[config.mk]
export PLATFORM = sky130hd
export DESIGN_NAME = main_job_arbiter_flat
export DESIGN_NICKNAME = d
export VERILOG_FILES = /design/src/rtl/main_job_arbiter_if.sv /design/src/rtl/main_job_arbiter.sv /design/src/flat_wrapper.sv
export SDC_FILE = /design/constraint.sdc
export NUM_CORES = 1
export LEC_CHECK = 0
export BUFFER_PORTS_ARGS = -buffer_cell sky130_fd_sc_hd__buf_2
export CORE_ASPECT_RATIO = 0.9
export CORE_MARGIN = 2
export CORE_UTILIZATION = 35
export DETAILED_ROUTE_END_ITERATION = 7
export PLACE_DENSITY_LB_ADDON = 0.08
export SETUP_SLACK_MARGIN = 0.05
export SKIP_CTS_REPAIR_TIMING = 1
export SLEW_MARGIN = 20
export SYNTH_ARGS = -nofsm -noshare
export SYNTH_HDL_FRONTEND = slang
export SYNTH_SLANG_ARGS = --single-unit
export TNS_END_PERCENT = 50
[constraint.sdc]
create_clock -name clk -period 2.62 [get_ports clk]
set_clock_uncertainty 0.1 [all_clocks]
set_input_delay 0.131 -clock clk [delete_from_list [all_inputs] [get_ports clk]]
set_output_delay 0.131 -clock clk [all_outputs]
set_load 0.05 [all_outputs]
[src/rtl/main_job_arbiter_if.sv]
// Requester-side and compute-unit-side signals of the job arbiter.
// master = arbiter, slave = requesters plus compute unit.
interface main_job_arbiter_if #(
  parameter int NREQ = 4
);
  localparam int IDW = $clog2(NREQ);

  logic [NREQ-1:0]   req;
  logic [8*NREQ-1:0] req_x;
  logic [2*NREQ-1:0] req_mode;
  logic [NREQ-1:0]   gnt;
  logic [NREQ-1:0]   done;
  logic [7:0]        res_y;
  logic              res_err;
  logic [IDW-1:0]    cur_id;
  logic              busy;
  logic [7:0]        unit_x;
  logic [1:0]        unit_on;
  logic              unit_start;
  logic [7:0]        unit_y;
  logic              unit_b;

  modport master (
    input  req, req_x, req_mode,
    input  unit_y, unit_b,
    output gnt, done, res_y, res_err,
    output cur_id, busy,
    output unit_x, unit_on, unit_start
  );

  modport slave (
    output req, req_x, req_mode,
    output unit_y, unit_b,
    input  gnt, done, res_y, res_err,
    input  cur_id, busy,
    input  unit_x, unit_on, unit_start
  );
endinterface

[src/rtl/main_job_arbiter.sv]
// Round-robin sharing of one compute unit among NREQ requesters,
// one job in flight, with ack and run watchdogs.
module main_job_arbiter #(
  parameter int NREQ   = 4,
  parameter int ACK_TO = 4,
  parameter int RUN_TO = 64
) (
  input  logic clk,
  input  logic rst,
  main_job_arbiter_if.master bus
);
  localparam int IDW  = $clog2(NREQ);
  localparam int TMAX = (ACK_TO > RUN_TO) ? ACK_TO : RUN_TO;
  localparam int TW   = $clog2(TMAX + 1);

  typedef enum logic [1:0] {
    S_IDLE,
    S_ISSUE,
    S_RUN,
    S_RESP
  } state_e;

  state_e state_q, state_d;

  logic [IDW-1:0]  ptr_q, ptr_d;
  logic [IDW-1:0]  cur_id_q, cur_id_d;
  logic [TW-1:0]   tmr_q, tmr_d;
  logic [NREQ-1:0] gnt_q, gnt_d;
  logic [NREQ-1:0] done_q, done_d;
  logic [7:0]      res_y_q, res_y_d;
  logic            res_err_q, res_err_d;
  logic            busy_q, busy_d;
  logic [7:0]      unit_x_q, unit_x_d;
  logic [1:0]      unit_on_q, unit_on_d;
  logic            unit_start_q, unit_start_d;

  logic            pick_vld;
  logic [IDW-1:0]  pick_id;

  function automatic logic [IDW-1:0] wrap_add(
    input logic [IDW-1:0] a,
    input int             k
  );
    int s;
    s = int'(a) + k;
    if (s >= NREQ) s = s - NREQ;
    return IDW'(s);
  endfunction

  // First requester at or above ptr, wrapping modulo NREQ
  always_comb begin
    pick_vld = 1'b0;
    pick_id  = '0;
    for (int k = 0; k < NREQ; k++) begin
      if (!pick_vld && bus.req[wrap_add(ptr_q, k)]) begin
        pick_vld = 1'b1;
        pick_id  = wrap_add(ptr_q, k);
      end
    end
  end

  always_comb begin
    state_d      = state_q;
    ptr_d        = ptr_q;
    cur_id_d     = cur_id_q;
    tmr_d        = tmr_q;
    gnt_d        = '0;
    done_d       = '0;
    res_y_d      = res_y_q;
    res_err_d    = res_err_q;
    busy_d       = busy_q;
    unit_x_d     = unit_x_q;
    unit_on_d    = unit_on_q;
    unit_start_d = unit_start_q;
    unique case (state_q)
      S_IDLE: begin
        if (pick_vld) begin
          unit_x_d       = bus.req_x[8*int'(pick_id) +: 8];
          unit_on_d      = bus.req_mode[2*int'(pick_id) +: 2];
          cur_id_d       = pick_id;
          gnt_d[pick_id] = 1'b1;
          busy_d         = 1'b1;
          unit_start_d   = 1'b1;
          tmr_d          = '0;
          state_d        = S_ISSUE;
        end
      end
      S_ISSUE: begin
        if (bus.unit_b) begin
          unit_start_d = 1'b0;
          tmr_d        = '0;
          state_d      = S_RUN;
        end else if (tmr_q == TW'(ACK_TO - 1)) begin
          unit_start_d     = 1'b0;
          res_y_d          = '0;
          res_err_d        = 1'b1;
          done_d[cur_id_q] = 1'b1;
          tmr_d            = '0;
          state_d          = S_RESP;
        end else begin
          tmr_d = tmr_q + 1'b1;
        end
      end
      S_RUN: begin
        if (!bus.unit_b) begin
          res_y_d          = bus.unit_y;
          res_err_d        = 1'b0;
          done_d[cur_id_q] = 1'b1;
          tmr_d            = '0;
          state_d          = S_RESP;
        end else if (tmr_q == TW'(RUN_TO - 1)) begin
          res_y_d          = '0;
          res_err_d        = 1'b1;
          done_d[cur_id_q] = 1'b1;
          tmr_d            = '0;
          state_d          = S_RESP;
        end else begin
          tmr_d = tmr_q + 1'b1;
        end
      end
      S_RESP: begin
        ptr_d   = wrap_add(cur_id_q, 1);
        busy_d  = 1'b0;
        tmr_d   = '0;
        state_d = S_IDLE;
      end
      default: state_d = S_IDLE;
    endcase
  end

  always_ff @(posedge clk or negedge rst) begin
    if (!rst) begin
      state_q      <= S_IDLE;
      ptr_q        <= '0;
      cur_id_q     <= '0;
      tmr_q        <= '0;
      gnt_q        <= '0;
      done_q       <= '0;
      res_y_q      <= '0;
      res_err_q    <= 1'b0;
      busy_q       <= 1'b0;
      unit_x_q     <= '0;
      unit_on_q    <= '0;
      unit_start_q <= 1'b0;
    end else begin
      state_q      <= state_d;
      ptr_q        <= ptr_d;
      cur_id_q     <= cur_id_d;
      tmr_q        <= tmr_d;
      gnt_q        <= gnt_d;
      done_q       <= done_d;
      res_y_q      <= res_y_d;
      res_err_q    <= res_err_d;
      busy_q       <= busy_d;
      unit_x_q     <= unit_x_d;
      unit_on_q    <= unit_on_d;
      unit_start_q <= unit_start_d;
    end
  end

  assign bus.gnt        = gnt_q;
  assign bus.done       = done_q;
  assign bus.res_y      = res_y_q;
  assign bus.res_err    = res_err_q;
  assign bus.cur_id     = cur_id_q;
  assign bus.busy       = busy_q;
  assign bus.unit_x     = unit_x_q;
  assign bus.unit_on    = unit_on_q;
  assign bus.unit_start = unit_start_q;
endmodule
[src/flat_wrapper.sv]
// flat-port wrapper written by rule: the top's interface ports become plain ports
module main_job_arbiter_flat 
#(
  parameter int NREQ   = 4,
  parameter int ACK_TO = 4,
  parameter int RUN_TO = 64
)
  (clk, rst, bus_req, bus_req_x, bus_req_mode, bus_unit_y, bus_unit_b, bus_gnt, bus_done, bus_res_y, bus_res_err, bus_cur_id, bus_busy, bus_unit_x, bus_unit_on, bus_unit_start);
  main_job_arbiter_if #(.NREQ(NREQ)) bus_i ();
  input  logic clk;
  input  logic rst;
  input wire logic [$bits(bus_i.req)-1:0] bus_req;
  input wire logic [$bits(bus_i.req_x)-1:0] bus_req_x;
  input wire logic [$bits(bus_i.req_mode)-1:0] bus_req_mode;
  input wire logic [$bits(bus_i.unit_y)-1:0] bus_unit_y;
  input wire logic [$bits(bus_i.unit_b)-1:0] bus_unit_b;
  output wire logic [$bits(bus_i.gnt)-1:0] bus_gnt;
  output wire logic [$bits(bus_i.done)-1:0] bus_done;
  output wire logic [$bits(bus_i.res_y)-1:0] bus_res_y;
  output wire logic [$bits(bus_i.res_err)-1:0] bus_res_err;
  output wire logic [$bits(bus_i.cur_id)-1:0] bus_cur_id;
  output wire logic [$bits(bus_i.busy)-1:0] bus_busy;
  output wire logic [$bits(bus_i.unit_x)-1:0] bus_unit_x;
  output wire logic [$bits(bus_i.unit_on)-1:0] bus_unit_on;
  output wire logic [$bits(bus_i.unit_start)-1:0] bus_unit_start;
  assign bus_i.req = bus_req;
  assign bus_i.req_x = bus_req_x;
  assign bus_i.req_mode = bus_req_mode;
  assign bus_i.unit_y = bus_unit_y;
  assign bus_i.unit_b = bus_unit_b;
  assign bus_gnt = bus_i.gnt;
  assign bus_done = bus_i.done;
  assign bus_res_y = bus_i.res_y;
  assign bus_res_err = bus_i.res_err;
  assign bus_cur_id = bus_i.cur_id;
  assign bus_busy = bus_i.busy;
  assign bus_unit_x = bus_i.unit_x;
  assign bus_unit_on = bus_i.unit_on;
  assign bus_unit_start = bus_i.unit_start;
  main_job_arbiter #(.NREQ(NREQ), .ACK_TO(ACK_TO), .RUN_TO(RUN_TO)) u_core (.clk(clk), .rst(rst), .bus(bus_i));
endmodule
== Yosys cells after proc, flatten, opt, wreduce, memory -nomap -nowiden ==
Index checks and enable logic that the tools add are counted.
Word-level totals
  register bits: 42
  bits in latches: 0
  bits in writable memories: 0
  memory bits (read-only): 0
  input bits: 55
  output and inout bits: 31
  word-level logic and storage cells: 123
  memories: 0
Operators by class
  $add $sub $neg: 10
  multiply operators: 0
  div/mod/pow operators: 0
  magnitude comparators: 13
  equal/unequal tests: 10
  shifts and indexed selects: 2
  mux-type cells: 59
  bitwise gates (word level): 0
  reduce and logical (&&, ||, !) cells: 17
Operator list (number)
  2-to-1 mux 7 bit: 5
  2-to-1 mux 8 bit: 4
  indexed part select 32 x 6 -> 8 bit: 1
  2-to-1 mux 2 bit: 14
  one-hot mux 7 bit (4 select lines): 1
  2-to-1 mux 4 bit: 6
  less-than comparator 2 x 3 -> 1 bit, second input constant: 6
  2-to-1 mux 1 bit: 17
  one-hot mux 8 bit (2 select lines): 1
  >= comparator 3 bit, second input constant: 4
  subtractor 2 x 1 -> 2 bit, second input constant: 5
  binary-select mux 1 bit (select 2 bit): 4
  one-hot mux 2 bit (4 select lines): 1
  one-hot mux 4 bit (2 select lines): 1
  indexed part select 8 x 4 -> 2 bit: 1
  adder 7 x 1 -> 7 bit, second input constant: 1
  == test 7 x 2 -> 1 bit, second input constant: 1
  == test 7 x 6 -> 1 bit, second input constant: 1
  adder 2 x 1 -> 3 bit, second input constant: 2
  adder 2 x 2 -> 3 bit, second input constant: 2
  inequality test 3 x 2 -> 1 bit, second input constant: 2
  one-hot mux 1 bit (2 select lines): 3
  AND reduction 3 bit: 2
  nonzero test 2 bit: 3
  12 further kinds: 23

== Depth between registers and ports, before layout ==
  depth in word-level cells: 20
  mapped depth: 7
  depth with buffers taken out: 7

== Worst setup path after synthesis ==
Ideal clock, no wire load.
  path kind: register -> register
  from: register u_core.tmr_q[0]
  to: register u_core.tmr_q[0]
  setup time: 0.125 ns
  arrival time: 1.639 ns
  data required time: 2.395 ns
  setup slack: 0.756 ns
  cell stages (with the launch flop): 7
  buffers on the path: 0
  clock period less this slack: 1.864 ns
  cells stage by stage: dfrtp_1 -> ha_1 -> nand3_2 -> or3_4 -> a41oi_4 -> nor2_2 -> mux2_2
On the way
  cells in the longest elaborated chain, start to end: 4
  elaborated cells between the ends (all ways): 8
  those cells by class: add/sub: 1; eq/ne: 2; mux: 5
RTL lines
  start, declared: RTL line main_job_arbiter.sv:27  | logic [TW-1:0] tmr_q, tmr_d;
  start signal, assigned: RTL line main_job_arbiter.sv:149  | tmr_q <= tmr_d;
  adder 7 x 1 -> 7 bit (tied with other cells): RTL line main_job_arbiter.sv:101, main_job_arbiter.sv:118
  2-to-1 mux 7 bit, on equally long branches: RTL line main_job_arbiter.sv:111, main_job_arbiter.sv:93
  2-to-1 mux 7 bit, on equally long branches: RTL line main_job_arbiter.sv:105, main_job_arbiter.sv:89
  one-hot mux 7 bit (4 select lines) *: RTL line main_job_arbiter.sv:75  | unique case (state_q)
Every way passes the cells marked *; elsewhere a longest branch is shown, timed or not.
A chain may end at the register's enable or synchronous reset.

== Worst setup path after layout ==
Same ends and word-level chain as after synthesis.

==> flow_summary.yaml <==
worst_hold_path:
  worstHoldPathCells: 3
  min_from: "bus_req_x[11]"
  worstHoldPathType: "in2reg"
  holdPathEnd: "u_core.bus.unit_x[3]$_DFFE_PN0P_"
route:
  wirelength_um: 5169
  antenna_left: 0
  drt_iter0_markers: 59
  drt-wirelength-per-cell_um: 13.25
  vias_per_cell: 4.754
  drc: 0
  dr.pass1.iters: 4
  dr_total_vias: 1854
timing:
  grt_setup_unrepaired: "false"
  finalHoldViolations: 0
  worst_pin_slew_ns: 0.9565
  fin_crit_sh_pct: 77.58
  setup_violations: 0
  fmax_mhz: 492.0
  period_minus_slack_ns: 2.033
  slew_headroom_pct: 36.23
  finalHoldWorstSlack_ns: 0.05250
  tns_ns: 0
  worst_slack_ns: 0.5874
  slew_violations: 0
power:
  powerDensity_nw_per_um2: 1132
  power.total_mw: 3.269
  ir_drop_mv: 0.6012
  p_leak_nw: 1.483
cells_and_area:
  nets: 367
  final_util_pct: 47.23
  antenna_cells: 0
  instances_no_fill: 390
  drive_gt1_share_pct: 34.65
  syn_to_final_growth_pct: 30.84
  fin_area_um2: 2888
logic_synthesis:
  yosysSeqAreaShare_pct: 47.62
  yosysUniqueCellTypes: 42
  synth_area_leaders: "dfrtp_1 (48%), mux2i_1 (10%), ha_1 (5.7%)"
  netlist_instances: 208
  async_reset_ff_share_pct: 100.0
  synth-edff-count: 0
  syn_avg_cell_area_um2: 10.61
  syn_area_um2: 2207
  yosys_warnings: 0
  synth.net_count: 273
  yosys.area.top_type_share_pct: 47.62
  ys_seq_elements: 42
  ys.flop_type: "dfrtp_1"
  synth.largest_area_cell: "dfrtp_1"
grt:
  antenna_found_initial: 0
  grt_usage_pct: 14.32
  grt_pass1_wl_um: 7817
  grt_max_degree: 43
  grt_overflow: 0
  grt_pass1_vias: 1566
placement:
  gp_congestion: 0.8180
  placed_cells: 373
  pre_cts_slack_ns: 0.5985
  hpwl_um: 3657
  dpl_cell_area_um2: 2708
  port-buffer-count: 85
clocking:
  clock_path_buffers: 2
  cts.sinks: 42
  clock_latency_ns: 0.30
  cts_buffers: 5
  cts.root.buffer_cell: "clkbuf_8"
  cts.clk_slew.worst_paths_ns: 0.08
  cts.htree.levels: 2
  cts_tree: "built"
status:
  status: "finished, final reports clean"
die:
  initial_core_util_pct: 36.10
  io_pins: 86
  num_rows: 27
  die_area_um2: 6958
  dieHeight_um: 79.34
  core-area_um2: 6115
  die_w_um: 87.71
setup_path:
  reg2reg_depth: 6
  worstPathMaxFanout: 7
  r2r-end: "u_core.tmr_q[0]$_DFFE_PN0P_"
  cp-start-kind: "flop"
  critPathArrivalTime_ns: 2.11
  cp-end-kind: "flop"
  worstSetupPathType: "reg2reg"
  cp.required_ns: 2.70
  reg2reg_slack_ns: 0.59
  r2r_start: "u_core.tmr_q[0]$_DFFE_PN0P_"
run:
  max_cap_violations: 0
==> cell usage after synthesis (all sizes together), types with 2 or more instances <==
library cell	count
o221ai	10
nor3	2
ha	10
nand2	30
buf	8
and3	4
mux2i	22
o211ai	2
a211oi	2
dfrtp	42
nand3	3
a21oi	10
inv	10
or3	2
mux2	2
nor2	7
o21ai	12
nor4	2
nor2b	3
a22o	10
==> critical path, stage by stage, from the launching register on <==
cell,delay (ns)
dfrtp_1,0.38
ha_1,0.21
nand3_2,0.13
or3_4,0.42
a41oi_4,0.33
nor2_2,0.09
mux2_2,0.27
==> layout by cell type (no fill, tap or decap), drive strengths merged, types with 3 or more instances in the layout <==
cell type	netlist	routed
a21oi	10	10
a22o	10	10
and3	4	4
buf	8	87
clkbuf	1	5
dfrtp	42	42
dlygate4sd3	0	9
ha	10	10
inv	10	10
mux2i	22	22
nand2	30	30
nand3	3	3
nor2	7	7
nor2b	3	3
o21ai	12	12
o221ai	10	10
==> final cells by class <==
cell class              instances  area, um2
fillers                       600       3227
multi-input cells             147       1070
flip-flops and latches         42       1051
repair buffers                 96      530.5
well taps                      87      108.9
clock buffers                   5      68.82
inverters                      10      37.54
clock inverters                 3      21.27
==> per-layer routing <==
layer | share of wire, % | wire, um | track usage (%) | up-vias
met4 | 1.0 | 52 | 4.154 | 0
met3 | 4.4 | 226 | 3.326 | 6
li1 | - | - | - | 947
met2 | 43 | 2216 | 20.15 | 40
met1 | 52 | 2673 | 21.66 | 861
met5 | 0 | 0 | 0 | -
==> cells by family (layout without fill, tap and decap cells) <==
| logic type | after synthesis | after routing | share of synthesized area, % |
|---|---|---|---|
| buf+inv | 19 | 114 | 3.911 |
| flops | 42 | 42 | 47.62 |
| mux | 24 | 24 | 11.00 |
| simple gates | 59 | 59 | 13.38 |
| fa+ha+maj | 10 | 10 | 5.669 |
| compound gates | 54 | 54 | 18.42 |
==> worst max path at each step <==
stage / from / endpoint / cells after the start
6_report: u_core.tmr_q[0]$_DFFE_PN0P_ / u_core.tmr_q[0]$_DFFE_PN0P_ / 6
5_1_grt: u_core.state_q[0]$_DFFE_PN0P_ / u_core.tmr_q[0]$_DFFE_PN0P_ / 7
4_1_cts: u_core.tmr_q[0]$_DFFE_PN0P_ / u_core.tmr_q[0]$_DFFE_PN0P_ / 6
3_5_place_dp: u_core.tmr_q[0]$_DFFE_PN0P_ / u_core.tmr_q[0]$_DFFE_PN0P_ / 6
3_3_place_gp: u_core.tmr_q[0]$_DFFE_PN0P_ / u_core.bus.res_y[5]$_DFFE_PN0P_ / 6
2_1_floorplan: u_core.tmr_q[0]$_DFFE_PN0P_ / u_core.tmr_q[0]$_DFFE_PN0P_ / 6
==> registers in the layout, summed over array words and instances (netlist names) <==
signal and count:
u_core.bus.res_err 1, u_core.bus.gnt 4, u_core.bus.unit_start 1, u_core.tmr_q 7, u_core.bus.busy 1, u_core.ptr_q 2
u_core.bus.unit_on 2, u_core.bus.cur_id 2, u_core.bus.unit_x 8, u_core.state_q 2, u_core.bus.done 4, u_core.bus.res_y 8
==> where the power goes <==
group          total (mW)  internal (mW)  switching [mW]
Clock               0.423          0.187           0.235
Sequential           1.03          0.879           0.155
Combinational        1.81          0.558            1.26
Total                3.27           1.62            1.65
Note: power is estimated with default switching activity, not from simulation.
